### src/rtl/serial_fxp_pkg.sv
// Shared types and constants for the serial fixed-point datapath blocks.
package serial_fxp_pkg;

  typedef enum logic [1:0] {
    IDLE = 2'd0,
    MUL  = 2'd1,
    FIX  = 2'd2,
    DONE = 2'd3
  } state_t;

  localparam int unsigned DEF_WIDTH = 64;
  localparam int unsigned DEF_FRAC  = 32;

  localparam logic [DEF_WIDTH-1:0] SAT_MAX = {1'b0, {(DEF_WIDTH-1){1'b1}}};
  localparam logic [DEF_WIDTH-1:0] SAT_MIN = {1'b1, {(DEF_WIDTH-1){1'b0}}};

endpackage

### src/rtl/fxp_round_sat.sv
// Rescale a signed double-width product by FRAC bits (floor) and saturate to WIDTH bits.
module fxp_round_sat
  import serial_fxp_pkg::*;
#(
  parameter int unsigned WIDTH = DEF_WIDTH,
  parameter int unsigned FRAC  = DEF_FRAC
) (
  input  logic [2*WIDTH-1:0] prod,
  output logic [WIDTH-1:0]   p_c,
  output logic               ovf_c
);

  localparam int unsigned PW = 2 * WIDTH;
  localparam logic [WIDTH-1:0] LIM_MAX = {1'b0, {(WIDTH-1){1'b1}}};
  localparam logic [WIDTH-1:0] LIM_MIN = {1'b1, {(WIDTH-1){1'b0}}};

  logic [PW-1:0] r;
  logic [WIDTH:0] hi;

  // Arithmetic shift floors toward -inf; result fits only if the top WIDTH+1 bits agree.
  always_comb begin
    r     = PW'($signed(prod) >>> FRAC);
    hi    = r[PW-1:WIDTH-1];
    p_c   = r[WIDTH-1:0];
    ovf_c = 1'b0;
    if (!(&hi) && (|hi)) begin
      ovf_c = 1'b1;
      p_c   = r[PW-1] ? LIM_MIN : LIM_MAX;
    end
  end

endmodule

### src/rtl/serial_fixed_mul.sv
// Bit-serial signed fixed-point multiplier with valid/ready operand and result ports.
module serial_fixed_mul
  import serial_fxp_pkg::*;
#(
  parameter int unsigned WIDTH = DEF_WIDTH,
  parameter int unsigned FRAC  = DEF_FRAC
) (
  input  logic             clk,
  input  logic             asyn_reset,
  input  logic [WIDTH-1:0] a,
  input  logic             a_vld,
  output logic             a_rdy,
  input  logic [WIDTH-1:0] b,
  input  logic             b_vld,
  output logic             b_rdy,
  output logic [WIDTH-1:0] p,
  output logic             p_vld,
  input  logic             p_rdy,
  output logic             ovf
);

  localparam int unsigned PW    = 2 * WIDTH;
  localparam int unsigned CNT_W = (WIDTH > 1) ? $clog2(WIDTH) : 1;
  localparam logic [CNT_W-1:0] CNT_LAST = CNT_W'(WIDTH - 1);

  state_t state, state_next;

  logic             got_a, got_b, got_a_next, got_b_next;
  logic             a_take, b_take, start;
  logic             sign_a, sign_b;
  logic [WIDTH-1:0] mag_a, mag_b;
  logic [CNT_W-1:0] cnt;
  logic [PW-1:0]    acc, addend, prod;
  logic [WIDTH-1:0] p_c;
  logic             ovf_c;

  // Next-state and handshake decode.
  always_comb begin
    state_next = state;
    a_take     = 1'b0;
    b_take     = 1'b0;
    start      = 1'b0;
    case (state)
      IDLE: begin
        a_take = a_vld && a_rdy;
        b_take = b_vld && b_rdy;
        if ((got_a || a_take) && (got_b || b_take)) begin
          start      = 1'b1;
          state_next = MUL;
        end
      end
      MUL:     if (cnt == CNT_LAST) state_next = FIX;
      FIX:     state_next = DONE;
      DONE:    if (p_vld && p_rdy) state_next = IDLE;
      default: state_next = IDLE;
    endcase
    got_a_next = start ? 1'b0 : (got_a || a_take);
    got_b_next = start ? 1'b0 : (got_b || b_take);
  end

  // State register.
  always_ff @(posedge clk or posedge asyn_reset) begin
    if (asyn_reset) state <= IDLE;
    else            state <= state_next;
  end

  // Registered handshake outputs, derived from next-state so they never see a vld combinationally.
  always_ff @(posedge clk or posedge asyn_reset) begin
    if (asyn_reset) begin
      got_a <= 1'b0;
      got_b <= 1'b0;
      a_rdy <= 1'b1;
      b_rdy <= 1'b1;
      p_vld <= 1'b0;
    end else begin
      got_a <= got_a_next;
      got_b <= got_b_next;
      a_rdy <= (state_next == IDLE) && !got_a_next;
      b_rdy <= (state_next == IDLE) && !got_b_next;
      p_vld <= (state_next == DONE);
    end
  end

  // Shifted multiplicand for the current multiplier bit, and the signed exact product.
  always_comb begin
    addend = mag_b[cnt] ? (PW'(mag_a) << cnt) : '0;
    prod   = (sign_a ^ sign_b) ? PW'(-acc) : acc;
  end

  // Operand capture, shift-add accumulation and result register.
  always_ff @(posedge clk or posedge asyn_reset) begin
    if (asyn_reset) begin
      sign_a <= 1'b0;
      sign_b <= 1'b0;
      mag_a  <= '0;
      mag_b  <= '0;
      cnt    <= '0;
      acc    <= '0;
      p      <= '0;
      ovf    <= 1'b0;
    end else begin
      if (a_take) begin
        sign_a <= a[WIDTH-1];
        mag_a  <= a[WIDTH-1] ? WIDTH'(-a) : a;
      end
      if (b_take) begin
        sign_b <= b[WIDTH-1];
        mag_b  <= b[WIDTH-1] ? WIDTH'(-b) : b;
      end
      if (start) begin
        acc <= '0;
        cnt <= '0;
      end else if (state == MUL) begin
        acc <= acc + addend;
        cnt <= (cnt == CNT_LAST) ? '0 : cnt + CNT_W'(1);
      end
      if (state == FIX) begin
        p   <= p_c;
        ovf <= ovf_c;
      end
    end
  end

  fxp_round_sat #(
    .WIDTH (WIDTH),
    .FRAC  (FRAC)
  ) u_round_sat (
    .prod  (prod),
    .p_c   (p_c),
    .ovf_c (ovf_c)
  );

endmodule

### config.mk
export PLATFORM = sky130hd
export DESIGN_NAME = serial_fixed_mul
export DESIGN_NICKNAME = d
export VERILOG_FILES = /design/src/rtl/serial_fxp_pkg.sv /design/src/rtl/fxp_round_sat.sv /design/src/rtl/serial_fixed_mul.sv
export SDC_FILE = /design/constraint.sdc
export NUM_CORES = 2
export LEC_CHECK = 0
export CORE_UTILIZATION = 53
export CTS_CLUSTER_DIAMETER = 200
export DETAILED_ROUTE_END_ITERATION = 8
export GPL_TIMING_DRIVEN = 0
export PLACE_DENSITY = 0.73
export RECOVER_POWER = 50
export SLEW_MARGIN = 20
export SYNTH_ARGS = -nofsm -noshare
export SYNTH_HDL_FRONTEND = slang
export SYNTH_SLANG_ARGS = --single-unit
### constraint.sdc
create_clock -name clk -period 27.7 [get_ports clk]
set_input_delay 5.54 -clock clk [delete_from_list [all_inputs] [get_ports clk]]
set_output_delay 5.54 -clock clk [all_outputs]
set_load 0.02 [all_outputs]
==> run_results.csv <==
group,metric,value,unit
run_status,status,"complete, but fails checks",
run_status,failed_checks,"capacitance limit, slew limit",
setup_path,arrival,14.96,ns
layout,syn2layout_area_growth,14.2,%
pwr,p_leak,14.1,nW
setup_path,path_class,"in2async",
setup_path,crit_fanout,78,
pwr,power,0.00471,W
layout,layout_common_cells,"644 x nand2_1, 390 x o21ai_0, 334 x dfrtp_1",
cts,cts_max_level,2,
sta,skew,0.0290,ns
sta,finalSetupViolCount,0,
yosys,synth_top_area_frac,0.274,
global_routing,grt_pass1_vias,29400,
setup_path,r2r_end,"acc[123]",
yosys,synth-compound-area-share,0.244,
floorplan,start_util,0.539,
drt,avgViaCountPerCell,6.35,
sta,post-route-period-util,0.548,
flow_run,max_cap_violations,5,
floorplan,die_h,242,microns
placement,gp_congestion,1.07,
yosys,ys_types,85,
yosys,ys_seq_elements,336,
drt,drt_wl_total,113000,microns
sta,period_minus_slack,15.19,ns
setup_path,rr_worst_depth,27,
drt,routedWlPerCell,23.0,microns
hold_path,min_from,"mag_b[14]",
global_routing,antenna_found_initial,0,
sta,tightest_slew,5.42,ns
yosys,synth_fa_ha_area_frac,0.0539,
setup_path,cp-start-kind,"input pin",
sta,slew_headroom,-2.62,
cts,clock-sinks,336,
yosys,synth.avg_cell_area,7.90,sq um
cts,root_buffer,"clkbuf_16",
drt,drcViolationCount,0,
cts,clockBufferDepth,3,
drt,drt_pass1_iterations,7,
floorplan,fp-row-count,87,
layout,drive_gt1_frac,0.0538,
sta,setup_tns,0,ns
yosys,synth_ff_type,"dfrtp_1",
placement,hpwl,90900,microns
yosys,async_reset_ff_frac,1.00,
global_routing,grt_pass1_wl,172000,microns
cts,cts_buffers,42,
setup_path,ff2ff_setup_slack,18.19,ns
setup_path,required,27.47,ns
hold_path,min_path_cells,2,
drt,drt_iter0_markers,2874,
yosys,synth_top_family_by_area,"compound AO/OA/AOI/OAI gates",
sta,rsz0062_at_grt,"no",
yosys,synthCells,3867,
global_routing,grt-ovfl-total,0,
sta,fmax,65.8,MHz
yosys,yosysWarnings,0,
pwr,vdd_ir_drop_max,0.0642,mV
cts,postCtsSetupBuffers,0,
floorplan,dieWidth,242,microns
yosys,yosysTopAreaCell,"dfrtp_1",
hold_path,hold_path.class,"reg2reg",
hold_path,hold_end,"mag_b[14]",
floorplan,dieArea,58600,sq um
yosys,muxShareOfSynthArea,0.0834,
cts,clock_latency,0.61,ns
setup_path,end_kind,"async pin",
global_routing,grt_max_degree,104,
layout,n_antenna_cell,0,
yosys,yosys-top-cells-area,"dfrtp_1 27%, nand2_1 7.9%, o21ai_0 6.4%",
yosys,yosysSeqAreaShare,0.275,
sta,hold_viol_final,0,
global_routing,track_usage,0.377,
yosys,yosys.area_share.simple,0.205,
drt,vias,31100,
floorplan,ioPinCount,201,
layout,final_common_cell,"nand2_1",
cts,ctsResizeCount,0,
yosys,synth_edf_count,0,
yosys,synth_fp_nets,4131,
pwr,power_density,135,nW/um^2
setup_path,rr_startpoint,"cnt[1]",
sta,slew_violations,345,
cts,ctsHoldBuffers,0,
yosys,synth_area,30500,sq um
floorplan,core,56600,sq um
placement,port-buffer-count,198,
cts,clk_pin_slew,0.06,ns
yosys,yosys.area_share.xor_xnor,0.0967,
drt,antenna_left,0,
layout,num-nets-final,4377,
cts,tritoncts,"done",
-- synth_stat cells (all sizes together), types with 27 or more instances --
library cell / number
nor2: 319
nand4: 70
nor4: 45
a21o: 67
nor3: 59
o31ai: 122
o22ai: 57
o21ai: 397
mux4: 73
or4: 32
ha: 130
o21bai: 40
xor2: 214
nand3: 52
and2: 27
mux2i: 80
a211oi: 41
a21oi: 282
or3: 30
dfrtp: 334
o22a: 27
nand2: 644
xnor2: 123
buf: 48
clkbuf: 214
inv: 58
a31oi: 56
-- worst max-delay path by stage --
stage	start	to	cells after the start	slack [ns]
after floorplan	asyn_reset	acc[0]	1	12.85
after global routing	asyn_reset	acc[101]	5	10.56
after CTS	b[10]	mag_b[61]	14	18.14
final	asyn_reset	acc[100]	5	12.51
after global placement	asyn_reset	acc[102]	2	8.63
after detailed placement	b[10]	mag_b[61]	14	17.54
-- per-stage QoR --
stage                     hold WS (ns)  setup WS [ns]  instance area [sq um]  cells  utilization
after floorplan                  0.438          12.85                  30500   3867            -
after global placement           0.455           8.63                  33500   4821        0.591
after detailed placement         0.465          17.54                  33600   4825        0.593
after CTS                        0.477          18.14                  35000   4901        0.619
after global routing             0.491          10.56                  34900   4901        0.616
final                            0.474          12.51                  34900   4901        0.616
-- state kept, by name, summed over array words and instances (netlist names) --
signal,cells
b_rdy,1
mag_a,64
sign_a,1
p_vld,1
sign_b,1
p,64
mag_b,64
cnt,6
acc,128
got_a,1
ovf,1
state,2
got_b,1
a_rdy,1
-- report_power, final --
part           switching [W]  internal (W)
registers           0.000252      0.000709
clock network       0.000239      0.000339
logic                0.00205       0.00112
-- layout make-up --
class                           instances  area (sq um)
Timing Repair Buffer                  202          2000
Buffer                                262          1040
Multi-Input combinational cell       3211         20800
Clock inverter                         20           263
Tap cell                              756           946
Sequential cell                       336          8410
Clock buffer                           56          1170
Fill cell                            5238         21700
Inverter                               58           219
-- cell families (layout without fill, tap and decap cells) --
kind of cell / Yosys count / after routing
buffers and inverters: 320 / 598
xor gates and xnor gates: 337 / 337
AOI/OAI and AO/OA: 1203 / 1203
DFF: 336 / 336
adders and majority gates: 131 / 131
muxes: 162 / 162
and+or+nand+nor: 1378 / 1378
-- layer usage --
| layer | wire, microns | track usage |
|---|---|---|
| met1 | 47300 | 0.503 |
| met2 | 51100 | 0.605 |
| met3 | 9040 | 0.0584 |
| met4 | 5540 | 0.170 |
| met5 | 0 | 0 |
-- worst max-delay path, stage by stage --
cell           delay (ns)
dlygate4sd3_1        0.55
clkinvlp_2           1.26
clkbuf_1             2.39
clkbuf_1             2.16
clkbuf_1             2.92
Power figures use the tool's default switching activity.
